$ cat config.mk
export PLATFORM = sky130hd
export DESIGN_NAME = capp_search_ctrl_flat
export DESIGN_NICKNAME = d
export VERILOG_FILES = /design/src/rtl/capp_search_ctrl_if.sv /design/src/rtl/capp_search_ctrl.sv /design/src/flat_wrapper.sv
export SDC_FILE = /design/constraint.sdc
export NUM_CORES = 1
export LEC_CHECK = 0
export BUFFER_PORTS_ARGS = -buffer_cell sky130_fd_sc_hd__buf_4
export CAP_MARGIN = 0
export CELL_PAD_IN_SITES_DETAIL_PLACEMENT = 1
export CELL_PAD_IN_SITES_GLOBAL_PLACEMENT = 1
export CORE_UTILIZATION = 43
export CTS_CLUSTER_DIAMETER = 150
export DETAILED_ROUTE_END_ITERATION = 8
export GPL_TIMING_DRIVEN = 0
export PLACE_DENSITY = 0.95
export SLEW_MARGIN = 25
export SYNTH_ARGS = -nofsm -noshare
export SYNTH_HDL_FRONTEND = slang
export SYNTH_SLANG_ARGS = --single-unit
$ cat constraint.sdc
create_clock -name CLK -period 12.94 [get_ports CLK]
set_input_delay 1.941 -clock CLK [delete_from_list [all_inputs] [get_ports CLK]]
set_output_delay 1.941 -clock CLK [all_outputs]
set_load 0.01 [all_outputs]
$ cat src/rtl/capp_search_ctrl_if.sv
// Command/response bus of the CAPP search controller.
//   cmd_*  : host -> controller commands (LOAD_CMP, LOAD_MASK, SEARCH, NEXT)
//   rsp_*  : controller -> host search/resolution results
// master = host side, slave = controller side.
interface capp_search_ctrl_if #(
  parameter int unsigned WIDTH = 32,
  parameter int unsigned WORDS = 16
);
  localparam int unsigned IdxW = (WORDS > 1) ? $clog2(WORDS) : 1;
  localparam int unsigned CntW = $clog2(WORDS + 1);

  logic             cmd_valid;
  logic             cmd_ready;
  logic [1:0]       cmd_op;
  logic [WIDTH-1:0] cmd_data;

  logic             rsp_valid;
  logic             rsp_ready;
  logic             rsp_hit;
  logic [IdxW-1:0]  rsp_index;
  logic [CntW-1:0]  rsp_count;

  modport master (
    output cmd_valid, cmd_op, cmd_data, rsp_ready,
    input  cmd_ready, rsp_valid, rsp_hit, rsp_index, rsp_count
  );

  modport slave (
    input  cmd_valid, cmd_op, cmd_data, rsp_ready,
    output cmd_ready, rsp_valid, rsp_hit, rsp_index, rsp_count
  );
endinterface

$ cat src/rtl/capp_search_ctrl.sv
// Search sequencer for the content-addressable processor.
// Holds comparand/mask for the compare stage, pulses perform_search for SETTLE cycles,
// captures the word-cell tags and reports hit / first-match index / match count.
// NEXT clears the lowest set tag bit so matches are resolved lowest index first.
// Ports:
//   CLK, RST        : clock, asynchronous active-high reset
//   bus (slave)     : command and response handshakes
//   comparand, mask : registered operands to the compare stage
//   perform_search  : compare-stage enable, high during DRIVE
//   tags            : per-word match tags from the word cells
//   tag_vec         : held tag vector (captured, minus resolved bits)
module capp_search_ctrl #(
  parameter int unsigned WIDTH  = 32,
  parameter int unsigned WORDS  = 16,
  parameter int unsigned SETTLE = 2
) (
  input  logic                CLK,
  input  logic                RST,
  capp_search_ctrl_if.slave   bus,
  output logic [WIDTH-1:0]    comparand,
  output logic [WIDTH-1:0]    mask,
  output logic                perform_search,
  input  logic [WORDS-1:0]    tags,
  output logic [WORDS-1:0]    tag_vec
);
  localparam int unsigned IdxW = (WORDS > 1) ? $clog2(WORDS) : 1;
  localparam int unsigned CntW = $clog2(WORDS + 1);

  localparam logic [1:0] StIdle  = 2'd0;
  localparam logic [1:0] StDrive = 2'd1;
  localparam logic [1:0] StResp  = 2'd2;

  localparam logic [1:0] OpLoadCmp  = 2'b00;
  localparam logic [1:0] OpLoadMask = 2'b01;
  localparam logic [1:0] OpSearch   = 2'b10;

  // Counter runs SETTLE-1 .. 0, one DRIVE cycle per count.
  localparam logic [3:0] CntInit = 4'(SETTLE - 1);

  logic [1:0]       state_q, state_d;
  logic [3:0]       cnt_q, cnt_d;
  logic [WIDTH-1:0] comparand_q, comparand_d;
  logic [WIDTH-1:0] mask_q, mask_d;
  logic [WORDS-1:0] tag_vec_q, tag_vec_d;
  logic             perform_search_q, perform_search_d;
  logic             rsp_valid_q, rsp_valid_d;
  logic             hit_q, hit_d;
  logic [IdxW-1:0]  index_q, index_d;
  logic [CntW-1:0]  count_q, count_d;
  logic             tag_upd;
  logic             cmd_fire;

  assign bus.cmd_ready = (state_q == StIdle) && !RST;
  assign cmd_fire      = bus.cmd_valid && bus.cmd_ready;

  always_comb begin
    state_d     = state_q;
    cnt_d       = cnt_q;
    comparand_d = comparand_q;
    mask_d      = mask_q;
    tag_vec_d   = tag_vec_q;
    tag_upd     = 1'b0;
    case (state_q)
      StIdle: begin
        if (cmd_fire) begin
          case (bus.cmd_op)
            OpLoadCmp:  comparand_d = bus.cmd_data;
            OpLoadMask: mask_d = bus.cmd_data;
            OpSearch: begin
              state_d = StDrive;
              cnt_d   = CntInit;
            end
            default: begin
              // NEXT: x & (x-1) clears the lowest set bit; zero stays zero.
              tag_vec_d = tag_vec_q & (tag_vec_q - WORDS'(1));
              tag_upd   = 1'b1;
              state_d   = StResp;
            end
          endcase
        end
      end
      StDrive: begin
        if (cnt_q == 4'd0) begin
          tag_vec_d = tags;
          tag_upd   = 1'b1;
          state_d   = StResp;
        end else begin
          cnt_d = cnt_q - 4'd1;
        end
      end
      StResp: begin
        if (bus.rsp_ready) state_d = StIdle;
      end
      default: state_d = StIdle;
    endcase
  end

  // Response fields derived from the tag vector being written this edge.
  always_comb begin
    hit_d   = |tag_vec_d;
    count_d = '0;
    for (int i = 0; i < int'(WORDS); i++) begin
      count_d = count_d + CntW'(tag_vec_d[i]);
    end
    index_d = '0;
    for (int i = int'(WORDS) - 1; i >= 0; i--) begin
      if (tag_vec_d[i]) index_d = IdxW'(i);
    end
  end

  assign perform_search_d = (state_d == StDrive);
  assign rsp_valid_d      = (state_d == StResp);

  always_ff @(posedge CLK or posedge RST) begin
    if (RST) begin
      state_q          <= StIdle;
      cnt_q            <= '0;
      comparand_q      <= '0;
      mask_q           <= '0;
      tag_vec_q        <= '0;
      perform_search_q <= 1'b0;
      rsp_valid_q      <= 1'b0;
      hit_q            <= 1'b0;
      index_q          <= '0;
      count_q          <= '0;
    end else begin
      state_q          <= state_d;
      cnt_q            <= cnt_d;
      comparand_q      <= comparand_d;
      mask_q           <= mask_d;
      tag_vec_q        <= tag_vec_d;
      perform_search_q <= perform_search_d;
      rsp_valid_q      <= rsp_valid_d;
      if (tag_upd) begin
        hit_q   <= hit_d;
        index_q <= index_d;
        count_q <= count_d;
      end
    end
  end

  assign comparand      = comparand_q;
  assign mask           = mask_q;
  assign perform_search = perform_search_q;
  assign tag_vec        = tag_vec_q;
  assign bus.rsp_valid  = rsp_valid_q;
  assign bus.rsp_hit    = hit_q;
  assign bus.rsp_index  = index_q;
  assign bus.rsp_count  = count_q;
endmodule

$ cat src/flat_wrapper.sv
// flat-port wrapper written by rule: the top's interface ports become plain ports
module capp_search_ctrl_flat 
#(
  parameter int unsigned WIDTH  = 32,
  parameter int unsigned WORDS  = 16,
  parameter int unsigned SETTLE = 2
)
  (CLK, RST, comparand, mask, perform_search, tags, tag_vec, bus_cmd_valid, bus_cmd_op, bus_cmd_data, bus_rsp_ready, bus_cmd_ready, bus_rsp_valid, bus_rsp_hit, bus_rsp_index, bus_rsp_count);
  capp_search_ctrl_if #(.WIDTH(WIDTH), .WORDS(WORDS)) bus_i ();
  input  logic CLK;
  input  logic RST;
  output logic [WIDTH-1:0] comparand;
  output logic [WIDTH-1:0] mask;
  output logic perform_search;
  input  logic [WORDS-1:0] tags;
  output logic [WORDS-1:0] tag_vec;
  input wire logic [$bits(bus_i.cmd_valid)-1:0] bus_cmd_valid;
  input wire logic [$bits(bus_i.cmd_op)-1:0] bus_cmd_op;
  input wire logic [$bits(bus_i.cmd_data)-1:0] bus_cmd_data;
  input wire logic [$bits(bus_i.rsp_ready)-1:0] bus_rsp_ready;
  output wire logic [$bits(bus_i.cmd_ready)-1:0] bus_cmd_ready;
  output wire logic [$bits(bus_i.rsp_valid)-1:0] bus_rsp_valid;
  output wire logic [$bits(bus_i.rsp_hit)-1:0] bus_rsp_hit;
  output wire logic [$bits(bus_i.rsp_index)-1:0] bus_rsp_index;
  output wire logic [$bits(bus_i.rsp_count)-1:0] bus_rsp_count;
  assign bus_i.cmd_valid = bus_cmd_valid;
  assign bus_i.cmd_op = bus_cmd_op;
  assign bus_i.cmd_data = bus_cmd_data;
  assign bus_i.rsp_ready = bus_rsp_ready;
  assign bus_cmd_ready = bus_i.cmd_ready;
  assign bus_rsp_valid = bus_i.rsp_valid;
  assign bus_rsp_hit = bus_i.rsp_hit;
  assign bus_rsp_index = bus_i.rsp_index;
  assign bus_rsp_count = bus_i.rsp_count;
  capp_search_ctrl #(.WIDTH(WIDTH), .WORDS(WORDS), .SETTLE(SETTLE)) u_core (.CLK(CLK), .RST(RST), .bus(bus_i), .comparand(comparand), .mask(mask), .perform_search(perform_search), .tags(tags), .tag_vec(tag_vec));
endmodule
# Word level (Yosys, flattened, before mapping)
# Cells that the tools add are included.
# classes
n_addsub	17
mul	0
div	0
order_cmp	0
n_eq_ne	9
shift	0
muxes	33
bitwise_logic	1
reduce_logical	13
# op_table
operator	count
2-to-1 mux 4 bit	19
adder 5 x 1 -> 5 bit	14
2-to-1 mux 16 bit	3
case mux 16 bit (2 select lines)	1
AND 16 bit	1
OR reduction 16 bit	1
subtractor 16 x 1 -> 16 bit, second input constant	1
case mux 4 bit (2 select lines)	1
equality test 2 x 1 -> 1 bit, second input constant	3
equality test 2 bit, second input constant	3
2-to-1 mux 2 bit	3
case mux 2 bit (3 select lines)	1
AND reduction 3 bit	2
logical NOT 2 bit	2
logical NOT 4 bit	1
inequality test 2 bit, second input constant	2
case mux 2 bit (2 select lines)	1
AND reduction 4 bit	1
subtractor 4 x 1 -> 4 bit, second input constant	1
2-to-1 mux 1 bit	3
OR reduction 3 bit	1
adder 1 x 1 -> 2 bit	1
logical AND 1 bit	2
inequality test 2 x 1 -> 1 bit, second input constant	1
other kinds (4)	4
# totals
regBits	98
latch_bits	0
ram_bits	0
rom_bits	0
inputBits	54
out_inout_bits	93
wordCells	83
mem_count	0

# Depth between registers and ports, before layout
# Gate-level depths: netlist (run 1).
# depth
depth_word	21
ltp_mapped	21
mapped_depth_nobuf	20

# Least setup slack after synthesis (run 1)
# OpenSTA, ideal clock, no wires.
# synth_path
kind	input to register
from	input port RST
to	register u_core.count_q[1] (netlist: u_core.bus.rsp_count[1])
setup_time_ns	0.083
t_arrival_ns	6.193
required_ns	12.857
slack_ns	6.664
stages	14
path_cell_list	nand4b_1 -> or4_2 -> nand3_1 -> o211ai_1 -> fa_1 -> inv_1 -> fa_1 -> fa_1 -> inv_1 -> fa_1 -> fa_1 -> inv_1 -> fa_1 -> o21ai_0
# synth_via
elab_cells_between_ends	22
classes_between	15 x add/sub; 4 x mux; 3 x reduce/logical
# synth_rtl
item	line_no	text
start, declared	flat_wrapper.sv:11	input logic RST;
logical NOT 1 bit	capp_search_ctrl.sv:53	assign bus.cmd_ready = (state_q == StIdle) && !RST;
logical AND 1 bit	capp_search_ctrl.sv:53	
logical AND 1 bit	capp_search_ctrl.sv:54	assign cmd_fire = bus.cmd_valid && bus.cmd_ready;
2-to-1 mux 16 bit	capp_search_ctrl.sv:65	if (cmd_fire) begin
case mux 16 bit (2 select lines)	capp_search_ctrl.sv:63	case (state_q)
named net u_core.tag_vec_d[4]	capp_search_ctrl.sv:44	logic [WORDS-1:0] tag_vec_q, tag_vec_d;
adder 5 x 1 -> 5 bit (12 in a row)	capp_search_ctrl.sv:103	count_d = count_d + CntW'(tag_vec_d[i]);
end signal, assigned	capp_search_ctrl.sv:137	count_q <= count_d;
end, declared	capp_search_ctrl.sv:49	logic [CntW-1:0] count_q, count_d;
# The timed path passes the listed nets, and every way through them passes these cells.
# A chain may end at the register's enable or synchronous reset.

# Final worst setup path (run 1)
# Same ends and word-level chain as after synthesis.

==> results of run 1 <==
[worst reg2reg max path: stages, from the launching register on]
cell and delay [ns]:
sky130_fd_sc_hd__dfrtp_1 0.42, sky130_fd_sc_hd__inv_1 0.10, sky130_fd_sc_hd__ha_1 0.21, sky130_fd_sc_hd__nor4b_1 0.38, sky130_fd_sc_hd__clkbuf_1 0.42, sky130_fd_sc_hd__nand2_1 0.29, sky130_fd_sc_hd__o211ai_1 0.17, sky130_fd_sc_hd__and3_1 0.23
sky130_fd_sc_hd__ha_1 0.26, sky130_fd_sc_hd__fa_1 0.48, sky130_fd_sc_hd__inv_1 0.06, sky130_fd_sc_hd__fa_1 0.48, sky130_fd_sc_hd__fa_1 0.52, sky130_fd_sc_hd__inv_1 0.05, sky130_fd_sc_hd__fa_1 0.45, sky130_fd_sc_hd__fa_1 0.39
sky130_fd_sc_hd__inv_1 0.09, sky130_fd_sc_hd__fa_1 0.41, sky130_fd_sc_hd__o21ai_0 0.19
[metal layers]
metal,vias to the layer above,track usage,share of wire
met5,-,0,0
met2,111,0.451,0.54
met4,0,0.100,0.029
met3,28,0.0476,0.045
li1,1652,-,-
met1,1857,0.281,0.39
[kinds of logic (layout without fill, tap and decap cells)]
family,Yosys count,after routing
AOI/OAI and AO/OA,54,54
and+or+nand+nor,99,99
adders and majority gates,19,19
DFF,98,98
xor gates and xnor gates,4,4
muxes,67,67
buffers and inverters,39,202
[worst paths after layout]
path	startpoint	to	cells after the start	slack, ns
worst min register to register	u_core.bus.rsp_count[4]	u_core.bus.rsp_count[4]	2	0.51
worst max register to register	u_core.cnt_q[0]	u_core.bus.rsp_count[1]	18	7.30
max in group asynchronous	RST	u_core.tag_vec[7]	3	10.76
worst max-delay path	RST	u_core.bus.rsp_count[1]	15	6.33
worst min-delay path	u_core.bus.rsp_count[4]	u_core.bus.rsp_count[4]	2	0.51
min in group asynchronous	RST	u_core.tag_vec[9]	2	1.53
[area by class of cell]
class	instances	area [sq um]
fill	1145	4240
buffer	12	50.0
multi-input combinational	243	2020
timing repair buffer	147	1120
inverter	27	106
clock buffer	10	138
tap	136	170
sequential	98	2450
clock inverter	6	71.3
[sequential cells by signal, indices dropped and copies added (netlist names)]
signal and flops:
u_core.bus.rsp_count 5, u_core.bus.rsp_hit 1, u_core.bus.rsp_index 4, u_core.bus.rsp_valid 1, u_core.cnt_q 4, u_core.comparand 32, u_core.mask 32, u_core.perform_search 1
u_core.state_q 2, u_core.tag_vec 16
[Yosys cell counts, types with 3 or more instances]
cell,count
sky130_fd_sc_hd__ha_1,9
sky130_fd_sc_hd__fa_1,10
sky130_fd_sc_hd__nand3_1,7
sky130_fd_sc_hd__nand2_1,22
sky130_fd_sc_hd__a22oi_1,4
sky130_fd_sc_hd__inv_1,27
sky130_fd_sc_hd__nor4_1,3
sky130_fd_sc_hd__clkbuf_1,7
sky130_fd_sc_hd__buf_1,3
sky130_fd_sc_hd__nor2_1,26
sky130_fd_sc_hd__nor3_1,9
sky130_fd_sc_hd__xor2_1,4
sky130_fd_sc_hd__o21ai_0,8
sky130_fd_sc_hd__or2_2,6
sky130_fd_sc_hd__a21oi_1,14
sky130_fd_sc_hd__and3_1,4
sky130_fd_sc_hd__mux2_2,65
sky130_fd_sc_hd__dfrtp_1,98
sky130_fd_sc_hd__o211ai_1,3
[power by group]
| group | leakage [nW] | switching, mW | internal (mW) |
|---|---|---|---|
| sequential | 1.20 | 0.108 | 0.453 |
| combinational | 1.63 | 0.654 | 0.608 |
| clock | 0.105 | 0.112 | 0.0972 |
[per-stage QoR]
stage,instances,hold slack (ns)
2_1_floorplan,380,0.462
3_3_place_gp,662,0.472
3_5_place_dp,663,0.474
4_1_cts,679,0.514
5_1_grt,679,0.525
6_report,679,0.507
==> metrics.json, run 1 <==
{
  "place_congestion": {"value": 0.919},
  "synth_top_family_by_area": {"value": "multiplexers"},
  "mostFrequentLayoutCell": {"value": "sky130_fd_sc_hd__buf_4"},
  "max_slew.worst_pin.slew": {"value": 0.801, "unit": "ns"},
  "synth-edff-count": {"value": 0},
  "port_buffers": {"value": 146},
  "max-cap-violations": {"value": 0},
  "min_period_over_period": {"value": 0.511},
  "slowest_delay": {"value": 0.71, "unit": "ns"},
  "maximum_ir_drop_on_the_vdd_rail": {"value": 0.311, "unit": "mV"},
  "path_cells": {"value": "buf_4 -> nand4b_1 -> or4_2 -> nand3_1 -> o211ai_1 -> fa_1 -> inv_1 -> fa_1 -> fa_1 -> inv_1 -> fa_1 -> fa_1 -> inv_1 -> fa_1 -> o21ai_0"},
  "io_pins": {"value": 147},
  "post_synth_mux_area_share": {"value": 0.163},
  "die-width": {"value": 106, "unit": "microns"},
  "worst-path-max-fanout": {"value": 7},
  "cts_tree": {"value": "built"},
  "proportion_of_synthesized_chip_area_in_sequential_cells": {"value": 0.531},
  "post_cts_buffers": {"value": 0},
  "netlist.top_cell.by_area": {"value": "sky130_fd_sc_hd__dfrtp_1"},
  "placement_rows": {"value": 37},
  "cts.path.max_buffers": {"value": 2},
  "clk_root_buffer_cell": {"value": "sky130_fd_sc_hd__clkbuf_8"},
  "timing.critical_path.required": {"value": 13.21, "unit": "ns"},
  "yosys_most_used_dff": {"value": "sky130_fd_sc_hd__dfrtp_1"},
  "final_max_slew_viol_count": {"value": 0},
  "grt_setup_unrepaired": {"value": "no"},
  "share_of_the_synthesized_area_in_the_top_cell_type": {"value": 0.531},
  "dp.final_hpwl": {"value": 10.4, "unit": "mm"},
  "postSynthNetCount": {"value": 453},
  "wl_per_cell": {"value": 19.6, "unit": "microns"},
  "post_synth_and_or_nand_nor_area_fraction": {"value": 0.115},
  "ant_nets": {"value": 0},
  "grt_pass1_wl": {"value": 21.1, "unit": "mm"},
  "synth_async_sr_flop_share": {"value": 1.00},
  "crit_buf_inv": {"value": 4},
  "slowest_stage_cell_crit_path": {"value": "sky130_fd_sc_hd__or4_2"},
  "cellPowerDensity": {"value": 331, "unit": "nW/um^2"},
  "cts.sinks": {"value": 98},
  "critical_path_arrival": {"value": 6.88, "unit": "ns"},
  "final_util": {"value": 0.592},
  "routed_wirelength": {"value": 13.3, "unit": "mm"},
  "area.growth.synth_to_final": {"value": 32.8, "unit": "%"},
  "mapped_area": {"value": 4620, "unit": "sq um"},
  "core_region_area": {"value": 10400, "unit": "sq um"},
  "power.leakage": {"value": 2.93, "unit": "nW"},
  "critical_setup_path_class": {"value": "in -> reg"},
  "grt_use_total": {"value": 0.247},
  "synthTopCellsByArea": {"value": "sky130_fd_sc_hd__dfrtp_1, sky130_fd_sc_hd__mux2_2, sky130_fd_sc_hd__fa_1"},
  "post_route_cells_drive_above_1_share": {"value": 0.460},
  "die_area": {"value": 11200, "unit": "sq um"},
  "final_cell_area": {"value": 6130, "unit": "sq um"},
  "synth-warning-count": {"value": 0},
  "die_h": {"value": 106, "unit": "microns"},
  "hold_path_class": {"value": "reg -> reg"},
  "drt_first_pass_iters": {"value": 4},
  "post-route-min-period": {"value": 6.61, "unit": "ns"},
  "h-tree-depth": {"value": 3},
  "routed-via-count": {"value": 3648},
  "synthesis.instances": {"value": 380},
  "dp_slack": {"value": 5.96, "unit": "ns"},
  "fmax": {"value": 151, "unit": "MHz"},
  "setup-tns-final": {"value": 0, "unit": "ns"},
  "critical_path.endpoint_type": {"value": "register"},
  "layout_common_cells": {"value": "sky130_fd_sc_hd__buf_4, sky130_fd_sc_hd__dfrtp_1, sky130_fd_sc_hd__mux2_2"},
  "finalSetupViolations": {"value": 0},
  "cp-start-kind": {"value": "primary input"},
  "netlist-cell-type-count": {"value": 57},
  "nets": {"value": 611},
  "crit_path_max_delay_family": {"value": "adder cells"},
  "post_synth_adder_cell_area": {"value": 0.0677},
  "floorplan.initialDensity": {"value": 0.445},
  "post_cts_hold_buffer_count": {"value": 0},
  "drt_drc_violations_left": {"value": 0},
  "insertion_delay_to_the_later_sink_of_the_worst_skew_pair": {"value": 0.36, "unit": "ns"},
  "fin_skew": {"value": 0.0133, "unit": "ns"},
  "final.setup.worst_slack": {"value": 6.33, "unit": "ns"},
  "total_power": {"value": 2.03, "unit": "mW"},
  "vias_per_cell": {"value": 5.37},
  "cts_bufs_inserted": {"value": 9},
  "cts.reportedPaths.clkPinSlew": {"value": 0.09, "unit": "ns"},
  "first_iter_violations": {"value": 106},
  "share_of_the_synthesized_area_in_compound_gates_ao_oa_aoi_oai": {"value": 0.0832},
  "placed_area": {"value": 5920, "unit": "sq um"},
  "path_common_cell": {"value": "sky130_fd_sc_hd__fa_1"},
  "postSynthRegisterBits": {"value": 98},
  "grt_antenna_before_repair": {"value": 0},
  "final_hold_viol_count": {"value": 0},
  "antenna_cells_inserted": {"value": 0},
  "post_cts_resize_count": {"value": 0},
  "run_status": {"value": "completed"},
  "yosys.area_share.xor_xnor": {"value": 0.00758},
  "grt_pass1_vias": {"value": 4060},
  "global_route.overflow_total": {"value": 0},
  "max_slew_margin": {"value": 0.460},
  "postSynthAreaPerCell": {"value": 12.2, "unit": "sq um"},
  "grt_max_degree": {"value": 79}
}
Power figures use the tool's default switching activity.
==> inputs of run 2 (changes only) <==
--- a/config.mk
+++ b/config.mk
@@ -9,11 +9,11 @@
 export CAP_MARGIN = 0
 export CELL_PAD_IN_SITES_DETAIL_PLACEMENT = 1
 export CELL_PAD_IN_SITES_GLOBAL_PLACEMENT = 1
-export CORE_UTILIZATION = 43
+export CORE_UTILIZATION = 36
 export CTS_CLUSTER_DIAMETER = 150
 export DETAILED_ROUTE_END_ITERATION = 8
 export GPL_TIMING_DRIVEN = 0
-export PLACE_DENSITY = 0.95
+export PLACE_DENSITY = 0.89
 export SLEW_MARGIN = 25
 export SYNTH_ARGS = -nofsm -noshare
 export SYNTH_HDL_FRONTEND = slang
==> constraint.sdc (replaced) <==
create_clock -name CLK -period 5.5 [get_ports CLK]
set_input_delay 0.825 -clock CLK [delete_from_list [all_inputs] [get_ports CLK]]
set_output_delay 0.825 -clock CLK [all_outputs]
set_load 0.01 [all_outputs]
==> run 2 against run 1 <==
Effect of this change:
- global-route usage shrank 3.1 points
- critical endpoint is now u_core.bus.rsp_count[4]
- sequential power grew 140%
- wire length grew 6.6%
- combinational power grew 150%
==> metrics.json, run 2 (same netlist as run 1, synthesis figures left out) <==
{
  "run_status": {"value": "completed"},
  "path_common_cell": {"value": "sky130_fd_sc_hd__fa_1"},
  "cts.path.max_buffers": {"value": 2},
  "fmax": {"value": 186, "unit": "MHz"},
  "cp-start-kind": {"value": "register"},
  "dp_slack": {"value": -0.424, "unit": "ns"},
  "insertion_delay_to_the_later_sink_of_the_worst_skew_pair": {"value": 0.35, "unit": "ns"},
  "final-instance-count-excl-fill": {"value": 720},
  "ff2ff_setup_slack": {"value": 0.12, "unit": "ns"},
  "cts_tree": {"value": "built"},
  "final_hold_viol_count": {"value": 0},
  "cts_bufs_inserted": {"value": 9},
  "grt_max_degree": {"value": 55},
  "max_slew.worst_pin.slew": {"value": 0.818, "unit": "ns"},
  "drt_drc_violations_left": {"value": 0},
  "nets": {"value": 617},
  "routed_wirelength": {"value": 14.2, "unit": "mm"},
  "timing.critical_path.to": {"value": "u_core.bus.rsp_count[4]"},
  "post_route_cells_drive_above_1_share": {"value": 0.485},
  "max_slew_margin": {"value": 0.449},
  "first_iter_violations": {"value": 185},
  "critical_path_arrival": {"value": 5.64, "unit": "ns"},
  "mostFrequentLayoutCell": {"value": "sky130_fd_sc_hd__buf_4"},
  "fill_count": {"value": 1368},
  "ant_nets": {"value": 0},
  "clk_root_buffer_cell": {"value": "sky130_fd_sc_hd__clkbuf_16"},
  "cts.sinks": {"value": 98},
  "ff_latch_area": {"value": 2450, "unit": "sq um"},
  "worst_r2r_dst": {"value": "u_core.bus.rsp_count[4]"},
  "area.growth.synth_to_final": {"value": 37.7, "unit": "%"},
  "layout_common_cells": {"value": "sky130_fd_sc_hd__buf_4, sky130_fd_sc_hd__dfrtp_1, sky130_fd_sc_hd__mux2_2"},
  "post-route-min-period": {"value": 5.38, "unit": "ns"},
  "finalSetupViolations": {"value": 0},
  "global_route.overflow_total": {"value": 0},
  "worst_setup_startpoint": {"value": "u_core.tag_vec[1]"},
  "path_cells": {"value": "or4_4 -> or4_2 -> nand3_1 -> o211ai_1 -> fa_1 -> inv_1 -> fa_1 -> fa_1 -> inv_1 -> fa_1 -> fa_2 -> inv_1 -> fa_1 -> nor2b_1 -> o21ai_0 -> o21ai_1"},
  "timing.critical_path.required": {"value": 5.76, "unit": "ns"},
  "internal-power": {"value": 2.93, "unit": "mW"},
  "power.share.combinational": {"value": 0.608},
  "critical_setup_path_class": {"value": "reg -> reg"},
  "final_max_slew_viol_count": {"value": 0},
  "antenna_cells_inserted": {"value": 0},
  "drt_first_pass_iters": {"value": 4},
  "vias_per_cell": {"value": 5.10},
  "net-switching-power": {"value": 2.15, "unit": "mW"},
  "die_area": {"value": 13300, "unit": "sq um"},
  "io_pins": {"value": 147},
  "die-width": {"value": 115, "unit": "microns"},
  "floorplan.initialDensity": {"value": 0.368},
  "port_buffers": {"value": 146},
  "grt_pass1_vias": {"value": 4006},
  "worst-path-max-fanout": {"value": 5},
  "dp.final_hpwl": {"value": 10.4, "unit": "mm"},
  "max-cap-violations": {"value": 0},
  "wl_per_cell": {"value": 19.7, "unit": "microns"},
  "min_period_over_period": {"value": 0.978},
  "grt_use_total": {"value": 0.216},
  "placement_rows": {"value": 41},
  "grt_pass1_wl": {"value": 21.5, "unit": "mm"},
  "die_h": {"value": 115, "unit": "microns"},
  "slowest_stage_cell_crit_path": {"value": "sky130_fd_sc_hd__fa_1"},
  "clock_power_share": {"value": 0.129},
  "grt_antenna_before_repair": {"value": 0},
  "power_frac_seq": {"value": 0.263},
  "rr_startpoint": {"value": "u_core.tag_vec[1]"},
  "final.setup.worst_slack": {"value": 0.123, "unit": "ns"},
  "reg2reg_depth": {"value": 16},
  "placedCellCount": {"value": 699},
  "multi_input_comb_area": {"value": 2060, "unit": "sq um"},
  "routed-via-count": {"value": 3672},
  "fin_skew": {"value": 0.00679, "unit": "ns"},
  "slowest_delay": {"value": 0.62, "unit": "ns"},
  "critical_path.endpoint_type": {"value": "register"},
  "h-tree-depth": {"value": 3},
  "p_sw_frac": {"value": 0.423},
  "cellPowerDensity": {"value": 800, "unit": "nW/um^2"},
  "core_region_area": {"value": 12600, "unit": "sq um"},
  "cts.reportedPaths.clkPinSlew": {"value": 0.07, "unit": "ns"},
  "hold_path_class": {"value": "reg -> reg"},
  "place_congestion": {"value": 0.860},
  "maximum_ir_drop_on_the_vdd_rail": {"value": 0.443, "unit": "mV"},
  "power.leakage": {"value": 3.01, "unit": "nW"}
}
==> run 2: changes by cell type in the layout (fill, tap and decap cells not counted), moves of 2 or more <==
| cell | before | now |
|---|---|---|
| sky130_fd_sc_hd__inv_1 | 26 | 24 |
| sky130_fd_sc_hd__clkbuf_8 | 10 | 1 |
| sky130_fd_sc_hd__inv_2 | 0 | 2 |
| sky130_fd_sc_hd__clkbuf_1 | 7 | 5 |
| sky130_fd_sc_hd__buf_4 | 147 | 154 |
| sky130_fd_sc_hd__clkbuf_16 | 0 | 9 |
==> run 2: final cells by class <==
cell class / count / area share
multi-input combinational: 243 / 0.324
clock buffer: 10 / 0.0376
buffer: 12 / 0.00865
sequential: 98 / 0.386
inverter: 27 / 0.0167
tap: 172 / 0.0338
timing repair buffer: 153 / 0.184
clock inverter: 5 / 0.00983
==> run 2: worst min path at each step <==
| stage | from | endpoint | slack [ns] | cells past startpoint |
|---|---|---|---|---|
| 4_1_cts | u_core.cnt_q[0] | u_core.cnt_q[0] | 0.49 | 1 |
| 6_report | u_core.comparand[24] | u_core.comparand[24] | 0.51 | 1 |
| 3_3_place_gp | u_core.bus.rsp_count[1] | u_core.bus.rsp_count[1] | 0.48 | 2 |
| 2_1_floorplan | u_core.cnt_q[0] | u_core.cnt_q[0] | 0.46 | 1 |
| 3_5_place_dp | u_core.cnt_q[0] | u_core.cnt_q[0] | 0.48 | 1 |
| 5_1_grt | u_core.comparand[24] | u_core.comparand[24] | 0.52 | 1 |
==> run 2: critical path, delay by kind of cell (launching register included) <==
family                     cells  cell delay (ns)
AOI/OAI and AO/OA              3             0.49
adders and majority gates      6             2.74
buffers and inverters          3             0.19
DFF                            1             0.45
and+or+nand+nor                4             1.43
==> run 2: power groups by stage <==
stage               combinational (mW)  sequential (mW)  clock [mW]
floorplan                         1.72             1.43           0
global placement                  2.84             1.30           0
detailed placement                2.96             1.33           0
CTS                               3.08             1.33       0.667
global route                      3.44             1.38       0.687
finish                            3.09             1.34       0.656
==> run 2: per-layer routing <==
layer / global-route usage / share of wire / vias up / routed length [microns]
li1: - / - / 1670 / -
met1: 0.256 / 0.39 / 1879 / 5510
met2: 0.381 / 0.54 / 100 / 7740
met3: 0.0517 / 0.045 / 23 / 639
met4: 0.0788 / 0.023 / 0 / 328
met5: 0 / 0 / - / 0
==> run 2: per-stage QoR <==
stage	util	instance area [sq um]	hold WS (ns)	TNS (ns)	total power, mW
finish	0.506	6360	0.512	0	5.09
global route	0.506	6360	0.521	-0.0366	5.50
CTS	0.502	6310	0.490	0	5.08
detailed placement	0.474	5960	0.480	-1.30	4.29
floorplan	-	4620	0.462	0	3.15
global placement	0.472	5930	0.479	-0.698	4.14
==> run 2: what timing repair did <==
action                                 CTS  global route
pin swaps                                1             2
resized for setup                        6            11
hold buffers                             0             0
setup endpoints to repair                4             4
setup buffers                            4             2
endpoints found under the hold margin    0             0
==> inputs of run 3 (changes only) <==
--- a/config.mk
+++ b/config.mk
@@ -5,7 +5,7 @@
 export SDC_FILE = /design/constraint.sdc
 export NUM_CORES = 1
 export LEC_CHECK = 0
-export BUFFER_PORTS_ARGS = -buffer_cell sky130_fd_sc_hd__buf_4
+export BUFFER_PORTS_ARGS = -buffer_cell sky130_fd_sc_hd__clkbuf_2
 export CAP_MARGIN = 0
 export CELL_PAD_IN_SITES_DETAIL_PLACEMENT = 1
 export CELL_PAD_IN_SITES_GLOBAL_PLACEMENT = 1
==> run 3 against run 2 <==
Effect of this change:
- critical path type unchanged
- sequential power barely moved
- worst setup slack better by 0.069 ns
- first-iteration DRC count fell by 22%
- register-to-register slack better by 0.07 ns
==> metrics.json, run 3 (same netlist as run 1, synthesis figures left out) <==
{
  "timing.critical_path.required": {"value": 5.71, "unit": "ns"},
  "min_path_cells": {"value": 2},
  "cellPowerDensity": {"value": 816, "unit": "nW/um^2"},
  "h-tree-depth": {"value": 3},
  "slowest_delay": {"value": 0.60, "unit": "ns"},
  "port_buffers": {"value": 146},
  "path_cells": {"value": "or4_4 -> or4_2 -> nand3_1 -> o211ai_1 -> fa_1 -> inv_1 -> fa_1 -> fa_1 -> inv_1 -> fa_1 -> fa_1 -> inv_1 -> fa_1 -> nor2b_1 -> o21ai_0 -> o21ai_1"},
  "slowest_stage_cell_crit_path": {"value": "sky130_fd_sc_hd__fa_1"},
  "placed_area": {"value": 5600, "unit": "sq um"},
  "finalSetupViolations": {"value": 0},
  "worst_r2r_dst": {"value": "u_core.bus.rsp_count[4]"},
  "grt_use_total": {"value": 0.207},
  "area.growth.synth_to_final": {"value": 29.8, "unit": "%"},
  "fmax": {"value": 188, "unit": "MHz"},
  "worst-path-max-fanout": {"value": 5},
  "post-route-min-period": {"value": 5.31, "unit": "ns"},
  "rr_startpoint": {"value": "u_core.tag_vec[1]"},
  "dp.final_hpwl": {"value": 10.3, "unit": "mm"},
  "nets": {"value": 614},
  "placement_rows": {"value": 41},
  "worst_setup_startpoint": {"value": "u_core.tag_vec[1]"},
  "final_max_slew_viol_count": {"value": 0},
  "critical_path_arrival": {"value": 5.52, "unit": "ns"},
  "dp_slack": {"value": -0.432, "unit": "ns"},
  "wl_per_cell": {"value": 18.5, "unit": "microns"},
  "timing.hold.worst_endpoint": {"value": "u_core.bus.rsp_count[1]"},
  "final.setup.worst_slack": {"value": 0.192, "unit": "ns"},
  "critical_path.endpoint_type": {"value": "register"},
  "cts_bufs_inserted": {"value": 9},
  "drt_first_pass_iters": {"value": 4},
  "antenna_cells_inserted": {"value": 0},
  "grt_pass1_wl": {"value": 20.7, "unit": "mm"},
  "global_route.overflow_total": {"value": 0},
  "reg2reg_depth": {"value": 16},
  "crit_path_max_delay_family": {"value": "adder cells"},
  "vias_per_cell": {"value": 5.08},
  "grt_max_degree": {"value": 65},
  "core_region_area": {"value": 12600, "unit": "sq um"},
  "multi_input_comb_area": {"value": 2050, "unit": "sq um"},
  "routed_wirelength": {"value": 13.3, "unit": "mm"},
  "die_h": {"value": 115, "unit": "microns"},
  "first_iter_violations": {"value": 145},
  "cts.sinks": {"value": 98},
  "ant_nets": {"value": 0},
  "path_common_cell": {"value": "sky130_fd_sc_hd__fa_1"},
  "holdWs": {"value": 0.494, "unit": "ns"},
  "layout_common_cells": {"value": "sky130_fd_sc_hd__clkbuf_2, sky130_fd_sc_hd__dfrtp_1, sky130_fd_sc_hd__mux2_2"},
  "final_hold_viol_count": {"value": 0},
  "die_area": {"value": 13300, "unit": "sq um"},
  "ff2ff_setup_slack": {"value": 0.19, "unit": "ns"},
  "io_pins": {"value": 147},
  "max_slew.worst_pin.slew": {"value": 0.765, "unit": "ns"},
  "run_status": {"value": "completed"},
  "grt_pass1_vias": {"value": 3984},
  "cp-start-kind": {"value": "register"},
  "fin_skew": {"value": 0.00754, "unit": "ns"},
  "place_congestion": {"value": 0.849},
  "grt_antenna_before_repair": {"value": 0},
  "critical_setup_path_class": {"value": "reg -> reg"},
  "crit_buf_inv": {"value": 3},
  "ff_latch_area": {"value": 2450, "unit": "sq um"},
  "max-cap-violations": {"value": 0},
  "cts_tree": {"value": "built"},
  "power.leakage": {"value": 2.92, "unit": "nW"},
  "cts.path.max_buffers": {"value": 2},
  "final_cell_area": {"value": 6000, "unit": "sq um"},
  "maximum_ir_drop_on_the_vdd_rail": {"value": 0.440, "unit": "mV"},
  "final_util": {"value": 0.477},
  "min_period_over_period": {"value": 0.965},
  "fill_count": {"value": 1404},
  "min_from": {"value": "u_core.bus.rsp_count[1]"},
  "post_cts_hold_buffer_count": {"value": 0},
  "hold_path_class": {"value": "reg -> reg"},
  "post_route_cells_drive_above_1_share": {"value": 0.482},
  "clk_root_buffer_cell": {"value": "sky130_fd_sc_hd__clkbuf_16"},
  "insertion_delay_to_the_later_sink_of_the_worst_skew_pair": {"value": 0.35, "unit": "ns"},
  "floorplan.initialDensity": {"value": 0.368},
  "max_slew_margin": {"value": 0.484},
  "drt_drc_violations_left": {"value": 0},
  "die-width": {"value": 115, "unit": "microns"},
  "cts.reportedPaths.clkPinSlew": {"value": 0.07, "unit": "ns"},
  "routed-via-count": {"value": 3644},
  "mostFrequentLayoutCell": {"value": "sky130_fd_sc_hd__clkbuf_2"}
}
## run 3: timing repair
item                       CTS  global route
gates resized for setup      4            15
setup buffers                2             1
pin swaps                    1             3
setup endpoints to repair    4             4
## run 3: area by class of cell
type / instances / share of cell area
clock buffers: 11 / 0.0405
plain buffers: 12 / 0.00980
repair buffers: 150 / 0.130
clock inverters: 5 / 0.0142
multi-input cells: 243 / 0.343
inverters: 27 / 0.0177
flip-flops and latches: 98 / 0.409
well taps: 172 / 0.0359
## run 3: where the power goes
group	total, mW	internal (mW)	switching, mW
clock	0.699	0.416	0.283
combinational	2.88	1.30	1.57
sequential	1.32	1.07	0.251
total	4.89	2.79	2.11
## run 3: how the worst max path moves through the flow
stage	to	slack (ns)	cells past startpoint
after floorplan	u_core.bus.rsp_count[1]	0.34	14
after global placement	u_core.bus.rsp_count[1]	-0.19	15
after detailed placement	u_core.bus.rsp_count[4]	-0.43	17
after CTS	u_core.bus.rsp_count[4]	0.03	20
after global routing	u_core.bus.rsp_count[4]	-0.009	21
final	u_core.bus.rsp_count[4]	0.19	16
## run 3: tightest hold or removal path, delay by kind of cell, from the launching register on
family	cells	cell delay, ns
AOI/OAI and AO/OA	1	0.06
and+or+nand+nor	1	0.05
DFF	1	0.35
## run 3: metrics by stage
stage | std cells | setup TNS (ns) | total power, mW
after floorplan | 380 | 0 | 3.15
after global placement | 698 | -0.683 | 3.94
after detailed placement | 699 | -1.45 | 4.14
after CTS | 717 | 0 | 4.93
after global routing | 718 | -0.00933 | 5.33
final | 718 | 0 | 4.89
## run 3: metal layers
layer | vias to the layer above | GRT usage | wire length [microns] | part of all wire
li1 | 1665 | - | - | -
met1 | 1853 | 0.252 | 5310 | 0.40
met2 | 96 | 0.347 | 7040 | 0.53
met3 | 30 | 0.0538 | 586 | 0.044
met4 | 0 | 0.0866 | 385 | 0.029
met5 | - | 0 | 0 | 0
